--- src/rtl/piso_pkg.sv ---
// Shared types and constants for the 4:1 mux front-end serializer.
// SER_MSB_FIRST_EN flips the select order to 3,2,1,0.
package piso_pkg;

   typedef enum logic [1:0] {
      ST_IDLE  = 2'd0,
      ST_SHIFT = 2'd1,
      ST_GAPW  = 2'd2
   } state_e;

   localparam int GAP_W = 4;

`ifdef SER_MSB_FIRST_EN
   localparam logic [1:0] SEL_FIRST = 2'd3;
   localparam logic [1:0] SEL_LAST  = 2'd0;
   localparam logic [1:0] SEL_STEP  = 2'd3;
`else
   localparam logic [1:0] SEL_FIRST = 2'd0;
   localparam logic [1:0] SEL_LAST  = 2'd3;
   localparam logic [1:0] SEL_STEP  = 2'd1;
`endif

endpackage

--- src/rtl/sel_stepper.sv ---
// 2-bit loadable select counter; SEL_STEP of 3 acts as a decrement.
// Order (up/down) comes from piso_pkg, set by SER_MSB_FIRST_EN.
module sel_stepper
   import piso_pkg::*;
(
   input  logic       clk,
   input  logic       rst,
   input  logic       load_i,
   input  logic       en_i,
   output logic [1:0] sel_o,
   output logic       tc_o
);

   logic [1:0] sel_q;
   logic [1:0] sel_d;

   always_comb begin
      sel_d = sel_q;
      if (load_i) begin
         sel_d = SEL_FIRST;
      end else if (en_i) begin
         sel_d = sel_q + SEL_STEP;
      end
   end

   always_ff @(posedge clk) begin
      if (rst) begin
         sel_q <= '0;
      end else begin
         sel_q <= sel_d;
      end
   end

   assign sel_o = sel_q;
   assign tc_o  = (sel_q == SEL_LAST);

endmodule

--- src/rtl/piso4_serializer.sv ---
// 4-bit parallel-in/serial-out driver for a 4:1 mux (s/I/f).
// Build option SER_MSB_FIRST_EN selects MSB-first bit order.
module piso4_serializer
   import piso_pkg::*;
#(
   parameter int GAP = 0
) (
   input  logic       clk,
   input  logic       rst,
   input  logic       in_valid,
   output logic       in_ready,
   input  logic [3:0] in_data,
   output logic [1:0] s,
   output logic [3:0] I,
   output logic       f,
   output logic       f_valid,
   output logic       last
);

   localparam bit HAS_GAP = (GAP > 0);
   localparam logic [GAP_W-1:0] GAP_LD =
      GAP_W'(HAS_GAP ? GAP - 1 : 0);

   state_e           state_q;
   state_e           state_d;
   logic [3:0]       data_q;
   logic [3:0]       data_d;
   logic [GAP_W-1:0] gap_q;
   logic [GAP_W-1:0] gap_d;

   logic       accept;
   logic       step_en;
   logic       tc;
   logic [1:0] sel;

   assign accept = in_valid && in_ready;

   always_ff @(posedge clk) begin
      if (rst) begin
         state_q <= ST_IDLE;
         data_q  <= '0;
         gap_q   <= '0;
      end else begin
         state_q <= state_d;
         data_q  <= data_d;
         gap_q   <= gap_d;
      end
   end

   always_comb begin
      state_d = state_q;
      gap_d   = gap_q;
      data_d  = data_q;
      unique case (state_q)
         ST_IDLE: begin
            if (accept) state_d = ST_SHIFT;
         end
         ST_SHIFT: begin
            if (tc) begin
               if (accept) begin
                  state_d = ST_SHIFT;
               end else if (HAS_GAP) begin
                  state_d = ST_GAPW;
                  gap_d   = GAP_LD;
               end else begin
                  state_d = ST_IDLE;
               end
            end
         end
         ST_GAPW: begin
            if (gap_q == '0) begin
               state_d = ST_IDLE;
            end else begin
               gap_d = gap_q - 1'b1;
            end
         end
         default: state_d = ST_IDLE;
      endcase
      if (accept) data_d = in_data;
   end

   // Ready is gated by rst so nothing is captured during reset.
   always_comb begin
      in_ready = 1'b0;
      f_valid  = 1'b0;
      step_en  = 1'b0;
      unique case (state_q)
         ST_IDLE: begin
            in_ready = !rst;
         end
         ST_SHIFT: begin
            f_valid  = 1'b1;
            step_en  = !tc;
            in_ready = tc && !HAS_GAP && !rst;
         end
         ST_GAPW: begin
            in_ready = 1'b0;
         end
         default: begin
            in_ready = 1'b0;
         end
      endcase
   end

   sel_stepper u_sel (
      .clk    (clk),
      .rst    (rst),
      .load_i (accept),
      .en_i   (step_en),
      .sel_o  (sel),
      .tc_o   (tc)
   );

   assign s    = sel;
   assign I    = data_q;
   assign f    = data_q[sel];
   assign last = f_valid && tc;

endmodule
--- config.mk ---
export PLATFORM = sky130hd
export DESIGN_NAME = piso4_serializer
export DESIGN_NICKNAME = d
export VERILOG_FILES = /design/src/rtl/piso_pkg.sv /design/src/rtl/sel_stepper.sv /design/src/rtl/piso4_serializer.sv
export SDC_FILE = /design/constraint.sdc
export NUM_CORES = 1
export LEC_CHECK = 0
export ABC_AREA = 0
export BUFFER_PORTS_ARGS = -buffer_cell sky130_fd_sc_hd__buf_2
export CORE_AREA = 5 5 42 44
export CTS_CLUSTER_SIZE = 24
export DETAILED_ROUTE_END_ITERATION = 12
export DIE_AREA = 0 0 47 49
export GPL_ROUTABILITY_DRIVEN = 0
export PLACE_DENSITY = 0.54
export SLEW_MARGIN = 10
export SYNTH_ARGS = -nofsm -noshare
export SYNTH_HDL_FRONTEND = slang
export SYNTH_SLANG_ARGS = --single-unit
export TNS_END_PERCENT = 10
--- constraint.sdc ---
create_clock -name clk -period 2.9 [get_ports clk]
set_input_delay 0 -clock clk [delete_from_list [all_inputs] [get_ports clk]]
set_output_delay 0 -clock clk [all_outputs]
set_load 0.01 [all_outputs]
Word level (Yosys, flattened, before mapping)
Index checks and enable logic that the tools add are counted.

Bits in registers: 12. Latch bits: 0. RAM bits: 0. Bits in read-only memories: 0. Input bits: 7. Output and inout bits: 10. Logic and storage cells: 34. Memories: 0.

Add/sub/neg operators: 2. Multipliers: 0. Div/mod/pow operators: 0. Order comparisons: 1. Eq/ne operators: 6. Shifts and indexed selects: 0. Mux-type cells: 10. Bitwise gates (word level): 1. Reduce and logical (&&, ||, !) cells: 10.

Operator list (number): 2-bit 2-to-1 mux (3); 2-bit inequality test (second input constant) (3); 2-bit case mux with 3 select lines (1); 2-bit equality test (second input constant) (2); 4-bit logical NOT (1); 1-bit 2-to-1 mux (4); 4-bit by 1-bit subtractor with 4-bit output (second input constant) (1); 1-bit logical AND (3); 2-bit by 3-bit less-than comparator with 1-bit output (second input constant) (1); 3-bit AND reduction (1); 2-bit by 1-bit adder with 2-bit output (second input constant) (1); 1-bit binary-select mux with 2-bit select (1); 2-bit by 1-bit equality test with 1-bit output (second input constant) (1); 1-bit logical NOT (2); 2-bit logical NOT (1); 1-bit case mux with 2 select lines (1); 2-bit AND reduction (1); 2-bit OR reduction (1); 1-bit NOT (1).

Depth between registers and ports, before layout
Word-level depth: 7. Mapped depth: 5. Mapped depth without buffers: 4.

Hierarchy
A second synthesis with hierarchy kept.

Cell total of the unflattened synthesis: 34. Area total of the unflattened synthesis: 366.6 um2.

By module, submodules not included: piso4_serializer (instances 1, cells an instance 27, area an instance 275.3 um2, sequential area each 100.1 um2); sel_stepper (instances 1, cells an instance 7, area an instance 91.3 um2, sequential area each 40.0 um2).

Worst setup path before layout
OpenSTA, ideal clock, no wires.

Path kind: flip-flop to flip-flop. Start: register u_sel.sel_q[0] (netlist: u_sel.sel_o[0]). End: register u_sel.sel_q[0] (netlist: u_sel.sel_o[0]). Library setup time: 0.115 ns. Arrival time: 1.164 ns. Data required time: 2.785 ns. Path slack: 1.622 ns. Cell stages (with the launch flop): 6. Path buffers: 1. Clock period less this slack: 1.278 ns. Cell sequence: dfxtp_1 -> ha_1 -> nand2b_4 -> buf_6 -> and3_1 -> o21ba_1.

Cells in the longest elaborated chain, start to end: 5. Elaborated cells on any way between the ends: 8. Classes of those cells: add/sub: 1; eq/ne: 1; mux: 2; reduce/logical: 4.

RTL lines: from (decl) (RTL line sel_stepper.sv:14) `logic [1:0] sel_q;`; from (signal assigned) (RTL line sel_stepper.sv:30) `sel_q <= sel_d;`; 2-bit equality test (RTL line sel_stepper.sv:35) `assign tc_o = (sel_q == SEL_LAST);`; 1-bit logical AND (RTL line piso4_serializer.sv:94) `in_ready = tc && !HAS_GAP && !rst;`; 1-bit case mux with 2 select lines (RTL line piso4_serializer.sv:87) `unique case (state_q)`; 1-bit logical AND (RTL line piso4_serializer.sv:36) `assign accept = in_valid && in_ready;`; 2-bit OR reduction (no source line).

Several ways; a longest one is shown, not always the timed one. A chain may end at the register's enable or synchronous reset.

Final worst setup path
Start: register u_sel.sel_q[0] (netlist: u_sel.sel_o[0]). End: register data_q[3] (netlist: I[3]).

Cells in the longest elaborated chain, start to end: 4.

RTL lines: 2-bit equality test (RTL line sel_stepper.sv:35); 1-bit logical AND (RTL line piso4_serializer.sv:94); 1-bit case mux with 2 select lines (RTL line piso4_serializer.sv:87); 1-bit logical AND (RTL line piso4_serializer.sv:36); to (signal assigned) (RTL line piso4_serializer.sv:45) `data_q <= data_d;`; to (decl) (RTL line piso4_serializer.sv:26) `logic [3:0] data_q;`.

Every way passes these cells.

==> out/qor.yml <==
crit_fanout: 6
synth_top_area_share_pct: 42.9
synth.avg_cell_area_um2: 9.33
synth_warnings: 0
postRouteAntennaNets: 0
cts_sinks: 7
firstDrtPassIters: 4
fin_crit_sh_pct: 60.9
cts_root_buf: "clkbuf_4"
arrival_ps: 1910
maxSlewViolCount: 0
ir_drop_v: 0.000225
clock_path_buffers: 2
grt_first_pass_wirelength_um: 1450
crit_type: "reg2reg"
final_nets: 68
layout.cells.non_filler: 75
holdCritPathClass: "in2reg"
rsz0062_at_grt: "false"
syn_area_um2: 327
yosysSeqAreaShare_pct: 42.9
ys_types: 16
hold_violations: 0
synth_cells: 35
drv_cap: 0
min_period_ps: 1770
drive_above_1_share_pct: 39.0
preCtsSetupSlack_ps: 1670
antennaDiodeCount: 0
routed_wl_um: 873
viasPerCell: 4.73
status: "finished, final reports clean"
num_rows: 14
setup_ws_ps: 1130
endpoint_kind: "flip-flop"
insertion_delay_ps: 260
initial_core_util_pct: 23.3
syn_to_final_growth_pct: 52.5
power_density_nw_per_um2: 483
p_leak_nw: 0.248
place.port_buffers: 16
path_clk_slew_ps: 60
power_uw: 241
cts_resized: 0
grt_pass1_vias: 358
io_pins: 17
ys_ff_latch: 7
remaining_drc_errors: 0
post_drt_wl_per_cell_um: 11.6
max_slew_margin_pct: 87.7
die_h_um: 49
syn-num-nets: 43
htree_levels: 1
synth_area_leaders: "dfxtp_1, a21oi_1, nand3_1"
num_vias: 355
worstPathRequired_ps: 3050
tightest_slew_ps: 184
cts_tree: "built"
grtUsageTotal_pct: 9.05
fillerInstances: 155
cp-start-kind: "flip-flop"
die_area_um2: 2300
first_iter_violations: 7
die_w_um: 47
finalSetupTns_ps: 0
antenna_found_initial: 0
fmax_mhz: 566
fin_skew_ps: 3.83
synth_top_area_cell: "dfxtp_1"
core-area_um2: 1400
overflow: 0
numCtsBuffers: 3
dp.cells: 65
grt_max_degree: 9
setup_viol: 0
-- layer usage --
layer	global-route usage, %	share of wire, %	vias to the layer above
met5	0	0	-
met4	8.29	3.3	0
met3	3.32	12	3
met2	11.8	43	18
met1	10.9	42	163
li1	-	-	171
-- worst paths after layout --
kind	from	slack (ps)	to	cells past startpoint
max	u_sel.sel_o[0]	1130	I[3]	5
min	rst	7	I[0]	2
max reg2reg	u_sel.sel_o[0]	1130	I[3]	5
min reg2reg	I[1]	500	I[1]	2
-- layout by cell type, fill, tap and decap left out --
cell type | synthesis | final
o21ai_0 | 4 | 4
nand3_1 | 5 | 5
and3_1 | 1 | 1
and2_2 | 1 | 1
buf_2 | 0 | 16
nand2_1 | 1 | 1
a21oi_1 | 6 | 6
o21ba_1 | 1 | 1
and2b_2 | 1 | 1
mux4_2 | 1 | 1
clkbuf_1 | 0 | 1
ha_1 | 1 | 1
dfxtp_1 | 7 | 7
nor2_1 | 2 | 2
dlygate4sd3_1 | 0 | 6
nand2b_4 | 1 | 1
clkbuf_4 | 0 | 3
inv_1 | 1 | 1
-- critical path, cell delays in order (launching register included) --
cell,delay (ps)
dfxtp_1,410
ha_1,200
and2b_2,260
o21ai_0,150
a21oi_1,80
dlygate4sd3_1,550
-- synthesized netlist by cell type (all sizes together) --
| master | instances |
|---|---|
| dfxtp | 7 |
| a21oi | 6 |
| nand3 | 5 |
| o21ai | 4 |
| buf | 2 |
| nor2 | 2 |
| and2 | 1 |
| and2b | 1 |
| and3 | 1 |
| ha | 1 |
| inv | 1 |
| mux4 | 1 |
| nand2 | 1 |
| nand2b | 1 |
| o21ba | 1 |
-- stage by stage --
step | hold WS, ps | area (µm²) | utilization [%]
3_3_place_gp | 263 | 412 | 29.4
2_1_floorplan | 148 | 327 | -
4_1_cts | 0.139 | 498 | 35.5
3_5_place_dp | 259 | 412 | 29.4
5_1_grt | 24.6 | 498 | 35.5
6_report | 7.32 | 498 | 35.5
-- logic make-up (layout without fill, tap and decap cells) --
group | count (synthesis) | after routing | share of synthesized area [%]
AO/OA/AOI/OAI | 11 | 11 | 18.4
adder cells (fa/ha/maj) | 1 | 1 | 3.83
buffers and inverters | 3 | 27 | 5.74
flip-flops | 7 | 7 | 42.9
multiplexers | 1 | 1 | 6.90
AND/OR/NAND/NOR | 12 | 12 | 22.2
-- sequential cells by signal, indices dropped and copies added, names as in the netlist --
name and flops:
u_sel.sel_o 2, state_q 1, I 4
-- power breakdown --
| part | internal [mW] | leakage, nW | switching [mW] | total, mW |
|---|---|---|---|---|
| Sequential | 0.102 | 0.0576 | 0.00516 | 0.107 |
| Clock | 0.0528 | 0.0150 | 0.0398 | 0.0925 |
| Combinational | 0.0215 | 0.176 | 0.0195 | 0.0410 |
-- area by class of cell --
class / instances / area, µm² / area share [%]
Inverter: 1 / 3.75 / 0.754
Sequential cell: 7 / 140 / 28.1
Tap cell: 16 / 20.0 / 4.02
Timing Repair Buffer: 22 / 140 / 28.1
Clock buffer: 4 / 26.3 / 5.28
Multi-Input combinational cell: 25 / 168 / 33.7
-- repair_timing --
action / in CTS / in global routing
setup buffers: 0 / 0
endpoints found under the hold margin: 4 / 0
hold buffers: 6 / 0
(Power assumes the default switching activity.)
